File: config.mk
export PLATFORM = sky130hd
export DESIGN_NAME = mmio_button_in
export DESIGN_NICKNAME = d
export VERILOG_FILES = /design/src/rtl/mmio_button_in.sv
export SDC_FILE = /design/constraint.sdc
export NUM_CORES = 1
export LEC_CHECK = 0
export BUFFER_PORTS_ARGS = -buffer_cell sky130_fd_sc_hd__buf_4
export CAP_MARGIN = 25
export CORE_UTILIZATION = 56
export DETAILED_ROUTE_END_ITERATION = 8
export PLACE_DENSITY = 0.8
export REMOVE_ABC_BUFFERS = 1
export SLEW_MARGIN = 20
export SYNTH_ARGS = -nofsm -noshare
export SYNTH_HDL_FRONTEND = slang
export SYNTH_SLANG_ARGS = --single-unit
File: constraint.sdc
create_clock -name clk -period 4.2 [get_ports clk]
set_clock_uncertainty 0.15 [all_clocks]
set_input_delay 0.21 -clock clk [delete_from_list [all_inputs] [get_ports clk]]
set_output_delay 0.21 -clock clk [all_outputs]
set_load 0.02 [all_outputs]
File: src/rtl/mmio_button_in.sv
// rtl/mmio_button_in.sv - memory-mapped debounced button input port
// STATE/EVENT/RAW register window; EVENT is write-1-to-clear and drives irq.
module mmio_button_in #(
   parameter int          NBTN       = 6,
   parameter int          DB_CYCLES  = 50000,
   parameter int          CNT_W      = 16,
   parameter logic [31:0] BASE_ADDR  = 32'h100,
   parameter bit          ACTIVE_LOW = 1'b1
) (
   input  logic            clk,
   input  logic            reset,
   input  logic [NBTN-1:0] btn_in,
   input  logic            we,
   input  logic [31:0]     a,
   input  logic [31:0]     wd,
   output logic [31:0]     rd,
   output logic            sel,
   output logic            irq
);

   localparam logic [CNT_W-1:0] CNT_LAST = CNT_W'(DB_CYCLES - 1);

   logic [NBTN-1:0]  in_log;
   logic [NBTN-1:0]  sync1_q, sync2_q;
   logic [NBTN-1:0]  state_q, state_d;
   logic [NBTN-1:0]  event_q, event_d;
   logic [NBTN-1:0]  rise;
   logic [CNT_W-1:0] cnt_q [NBTN];
   logic [CNT_W-1:0] cnt_d [NBTN];
   logic             irq_q;
   logic             ev_wr;
   logic             unused_ok;

   assign in_log    = ACTIVE_LOW ? ~btn_in : btn_in;
   assign sel       = (a[31:4] == BASE_ADDR[31:4]);
   assign ev_wr     = we & sel & (a[3:2] == 2'd1);
   assign irq       = irq_q;
   assign unused_ok = ^{a[1:0], wd};

   // Any return to the debounced level before the count completes restarts it.
   always_comb begin
      state_d = state_q;
      for (int i = 0; i < NBTN; i++) begin
         cnt_d[i] = '0;
         if (sync2_q[i] != state_q[i]) begin
            if (cnt_q[i] == CNT_LAST) begin
               state_d[i] = sync2_q[i];
            end else begin
               cnt_d[i] = cnt_q[i] + 1'b1;
            end
         end
      end
   end

   // A press landing on the same edge as a clear keeps its flag set.
   always_comb begin
      rise    = state_d & ~state_q;
      event_d = (ev_wr ? (event_q & ~wd[NBTN-1:0]) : event_q) | rise;
   end

   always_ff @(posedge clk or posedge reset) begin
      if (reset) begin
         sync1_q <= '0;
         sync2_q <= '0;
         state_q <= '0;
         event_q <= '0;
         irq_q   <= 1'b0;
         for (int i = 0; i < NBTN; i++) begin
            cnt_q[i] <= '0;
         end
      end else begin
         sync1_q <= in_log;
         sync2_q <= sync1_q;
         state_q <= state_d;
         event_q <= event_d;
         irq_q   <= |event_d;
         for (int i = 0; i < NBTN; i++) begin
            cnt_q[i] <= cnt_d[i];
         end
      end
   end

   always_comb begin
      rd = '0;
      if (sel) begin
         case (a[3:2])
            2'd0:    rd = 32'(state_q);
            2'd1:    rd = 32'(event_q);
            2'd2:    rd = 32'(sync2_q);
            default: rd = '0;
         endcase
      end
   end

endmodule

# Word level (Yosys, flattened, before mapping)
# Index checks and enable logic that the tools add are counted.
[classes]
shift = 0
div = 0
add_sub_neg = 6
eq_ne = 15
reduce_logical = 2
bitwise = 8
mux = 27
n_mul = 0
order_cmp = 0
[op_table]
columns = ["op", "n"]
rows = [
  ["two-way mux 16 bit", 12],
  ["adder 16 x 1 -> 16 bit (second input constant)", 6],
  ["equality test 16 bit (second input constant)", 6],
  ["equality test 28 x 5 -> 1 bit (second input constant)", 1],
  ["NOT 6 bit", 3],
  ["one-hot mux 6 bit (3 select lines)", 1],
  ["bitwise AND 6 bit", 2],
  ["two-way mux 1 bit", 12],
  ["two-way mux 6 bit", 2],
  ["!= test 1 bit", 6],
  ["bitwise OR 6 bit", 1],
  ["OR reduction 6 bit", 1],
  ["bitwise AND 1 bit", 2],
  ["equality test 2 x 1 -> 1 bit (second input constant)", 1],
  ["equality test 2 bit (second input constant)", 1],
  ["logical NOT 2 bit", 1],
]
[totals]
regBits = 121
mem_count = 0
input_bits = 73
elab_cells = 69
romBits = 0
output_inout_bits = 34
latchBits = 0
mem_bits_rw = 0

# Longest topological paths before layout
[depth]
depth_word = 6
depth_mapped = 8
mapped_depth_nobuf = 7

# Worst setup path after synthesis
# OpenSTA, ideal clock, no wires.
[synth_path]
kind = "in2reg"
start = "in a[27]"
end = "reg irq_q, in the netlist irq"
setup_slack_ns = 2.002
path_buffers = 0
setup_ns = 0.124
arrival_ns = 1.925
path_stages = 5
cell_sequence = "or4_4 or4_4 a211o_2 nor4_2 nand2_1"
[synth_via]
elab_chain_cells = 6
[synth_lines]
columns = ["item", "line_no", "source"]
rows = [
  ["start, declared", "14", "input logic [31:0] a,"],
  ["equality test 28 x 5 -> 1 bit", "35", "assign sel = (a[31:4] == BASE_ADDR[31:4]);"],
  ["bitwise AND 1 bit (2 in a row)", "36", "assign ev_wr = we & sel & (a[3:2] == 2'd1);"],
  ["two-way mux 6 bit", "58", "event_d = (ev_wr ? (event_q & ~wd[NBTN-1:0]) : event_q) | rise;"],
  ["bitwise OR 6 bit", "58", ""],
  ["named net event_d[3]", "26", "logic [NBTN-1:0] event_q, event_d;"],
  ["OR reduction 6 bit", "76", "irq_q <= |event_d;"],
  ["end signal, assigned", "76", ""],
  ["end, declared", "30", "logic irq_q;"],
]
# The timed path passes the listed nets, and every way through them passes these cells.

# Worst setup path in the final report
[layout_path]
start = "in a[13]"
end = "out rd[5]"
[layout_via]
elab_chain_cells = 2
[layout_lines]
columns = ["item", "line_no", "source"]
rows = [
  ["equality test 28 x 5 -> 1 bit", "35", ""],
  ["two-way mux 6 bit", "85", "if (sel) begin"],
  ["end, declared", "16", "output logic [31:0] rd,"],
]
# No other way between the ends.

==> flow_summary.ini <==
[status]
run_status = finished, final reports clean

[drt]
vias = 4300
drtIter0Drc = 220
vias_per_cell = 5.37
remaining_drc_errors = 0
wl_per_cell_um = 14.3
drtPass1Iterations = 4
ant_nets = 0
wirelength_mm = 11.4

[clock_network]
clk_pin_slew_worst_paths_ns = 0.06
post_cts.resized_instances = 0
clock_tree_from_tritoncts = done
clock-root-buffer = sky130_fd_sc_hd__clkbuf_8
cts.sinks = 121
htreeDepth = 4
cts_made_buffers = 17
clock_latency_ns = 0.51
post_cts_buffers = 0
clk_path_buf_depth = 2

[setup_path]
worstSetupEndpointType = output port
crit_path_max_fanout = 7
critical_path.startpoint_type = input pin
critPathKind = input pin to output port
rrSetupSlack_ns = 1.95
worst_ep_required_ns = 3.84
critical_path_arrival_ns = 1.97

[global_routing]
grt_start_max_net_pins = 44
grt_pass1_wl_mm = 19.9
first_global_vias = 4433
antenna_found_initial = 0
gr-usage-all-layers = 0.229
grt_overflow_total = 0

[placement]
dp.final_hpwl_mm = 7.75
io_buffer_count = 52
place.gp.congestion = 0.836
dp_slack_ns = 1.65

[sta]
period_share = 0.554
worst_slew_margin_rel = 0.644
final.hold.worst_slack_ns = 0.0335
fmax_mhz = 429
final-max-slew-violation-count = 0
final-setup-viol-count = 0
final.setup.worst_slack_ns = 1.87
final_period_minus_worst_setup_slack_ns = 2.33
hold_violations = 0
worst_slew_pin_slew_ns = 0.534
grt_setup_unrepaired = false
tns_ns = 0

[synthesis]
seq_area_frac_synth = 0.517
avgSynthCellArea_um2 = 10.1
synth.distinct_cells = 41
synth-seq-cells = 121
synthesis.instances = 582
mappedNetlistArea_mm2 = 0.00586
count_of_yosys_warnings_during_synthesis = 0

[hold_path]
hold_path.class = input pin to flip-flop

[floorplanning]
floorplan.initialDensity = 0.588
fp.dieW_um = 104
die_height_um = 104
i_o_pin_cnt = 107
coreArea_mm2 = 0.00995
design.die.area_mm2 = 0.0109
rows = 36

[job]
maxCapViolCount = 0

[power_and_ir_drop]
pwr_density_cell_mw_per_mm2 = 398
pwr-share-comb = 0.051
p_sw_w = 0.000626
largest_voltage_drop_on_the_vdd_net_mv = 0.361
internal-power_w = 0.00216
netSwitchingFraction = 0.224
seq_power_share = 0.431
share_clk_of_total_power = 0.518
power_leakage_nw = 3.25
totalPowerFinal_w = 0.00279

[final_layout]
layout_commonest_cell = sky130_fd_sc_hd__dfrtp_1
layout.cells.most_common_list = sky130_fd_sc_hd__dfrtp_1 (121), sky130_fd_sc_hd__nor2_1 (111), sky130_fd_sc_hd__buf_4 (54), sky130_fd_sc_hd__xor2_1 (52), sky130_fd_sc_hd__nand2_1 (36)
share_of_final_layout_standard_cells_stronger_than_drive_strength_1 = 0.148
design.final.nets = 734
layout_area_overhead_pct = 19.5
antenna_cell_count = 0
==> state kept, by name, summed over array words and instances, names as in the netlist <==
register / cells
cnt_q: 96
event_q: 6
irq: 1
state_q: 6
sync1_q: 6
sync2_q: 6
==> layout make-up <==
cell class	instances	area [um^2]
Inverter	12	47.5
Tap cell	133	166
Clock buffer	18	428
Clock inverter	14	173
Fill cell	727	2950
Sequential cell	121	3030
Timing Repair Buffer	65	515
Multi-Input combinational cell	438	2640
==> metal layers <==
metal	vias up	track usage	wire length (um)
met3	17	0.0514	384
met5	-	0	0
li1	2086	-	-
met4	0	0.0765	174
met2	95	0.393	5830
met1	2102	0.285	5040
==> worst max-delay path, cell delays in order <==
cell	delay, ns
sky130_fd_sc_hd__buf_4	0.11
sky130_fd_sc_hd__nor4_1	0.36
sky130_fd_sc_hd__nand4_1	0.27
sky130_fd_sc_hd__or3_1	0.58
sky130_fd_sc_hd__nor2_1	0.25
sky130_fd_sc_hd__buf_4	0.18
==> final timing paths <==
path                               to  cells past startpoint  startpoint
min reg2reg                sync2_q[2]                      0  sync1_q[2]
min in group asynchronous    cnt_q[7]                      3       reset
max reg2reg                 cnt_q[68]                      6   cnt_q[64]
max in group asynchronous    cnt_q[0]                      4       reset
min                        event_q[5]                      4          we
max                             rd[5]                      6       a[13]
==> synth_stat cells, drive strengths merged <==
cell	instances	share of area
o41ai	1	0.0015
nor4	8	0.0096
nor4b	5	0.0075
a21bo	1	0.0017
nand2	37	0.024
and4	4	0.0060
nor4bb	5	0.0085
nand4bb	2	0.0038
ha	6	0.013
xnor2	32	0.048
inv	12	0.0077
mux2i	6	0.010
a21oi	12	0.010
or3	8	0.0085
nor3b	5	0.0064
and4b	1	0.0017
nor2b	7	0.0075
buf	28	0.035
clkbuf	8	0.0051
and2	3	0.0032
nand4b	3	0.0045
nor3	7	0.0060
dfrtp	121	0.52
and3	23	0.025
o32ai	1	0.0015
xor2	52	0.078
conb	1	0.00064
mux2	5	0.0096
nor2	111	0.071
o21ai	7	0.0060
or2	1	0.0011
or4	4	0.0064
a211o	4	0.0066
nand3	30	0.026
nand4	21	0.022
==> stage by stage <==
stage	std cells	util	instance area, um^2
2_1_floorplan	571	-	5720
3_3_place_gp	758	0.632	6290
3_5_place_dp	758	0.632	6290
4_1_cts	801	0.703	7000
5_1_grt	801	0.703	7000
6_report	801	0.703	7000
==> power groups by stage <==
stage	clock network, W	registers [W]	logic (W)
CTS	0.00147	0.00120	0.000143
detailed placement	0	0.00122	0.000134
global route	0.00152	0.00120	0.000158
global placement	0	0.00122	0.000129
floorplan	0	0.00122	0.0000785
finish	0.00145	0.00120	0.000141
==> repair_timing <==
action	CTS	global route
hold endpoints to repair	52	0
hold buffers	11	0
setup endpoints to repair	0	0
==> kinds of logic (layout without fill, tap and decap cells) <==
| logic type | count (synthesis) | after routing | share of synthesized area |
|---|---|---|---|
| other | 1 | 26 | 0.000640 |
| AOI/OAI and AO/OA | 26 | 26 | 0.0276 |
| DFF | 121 | 121 | 0.517 |
| xor gates and xnor gates | 84 | 84 | 0.126 |
| adders and majority gates | 6 | 6 | 0.0128 |
| and+or+nand+nor | 285 | 285 | 0.249 |
| buffers and inverters | 48 | 109 | 0.0479 |
| muxes | 11 | 11 | 0.0199 |
No activity file was read; power rests on OpenSTA's default activity.
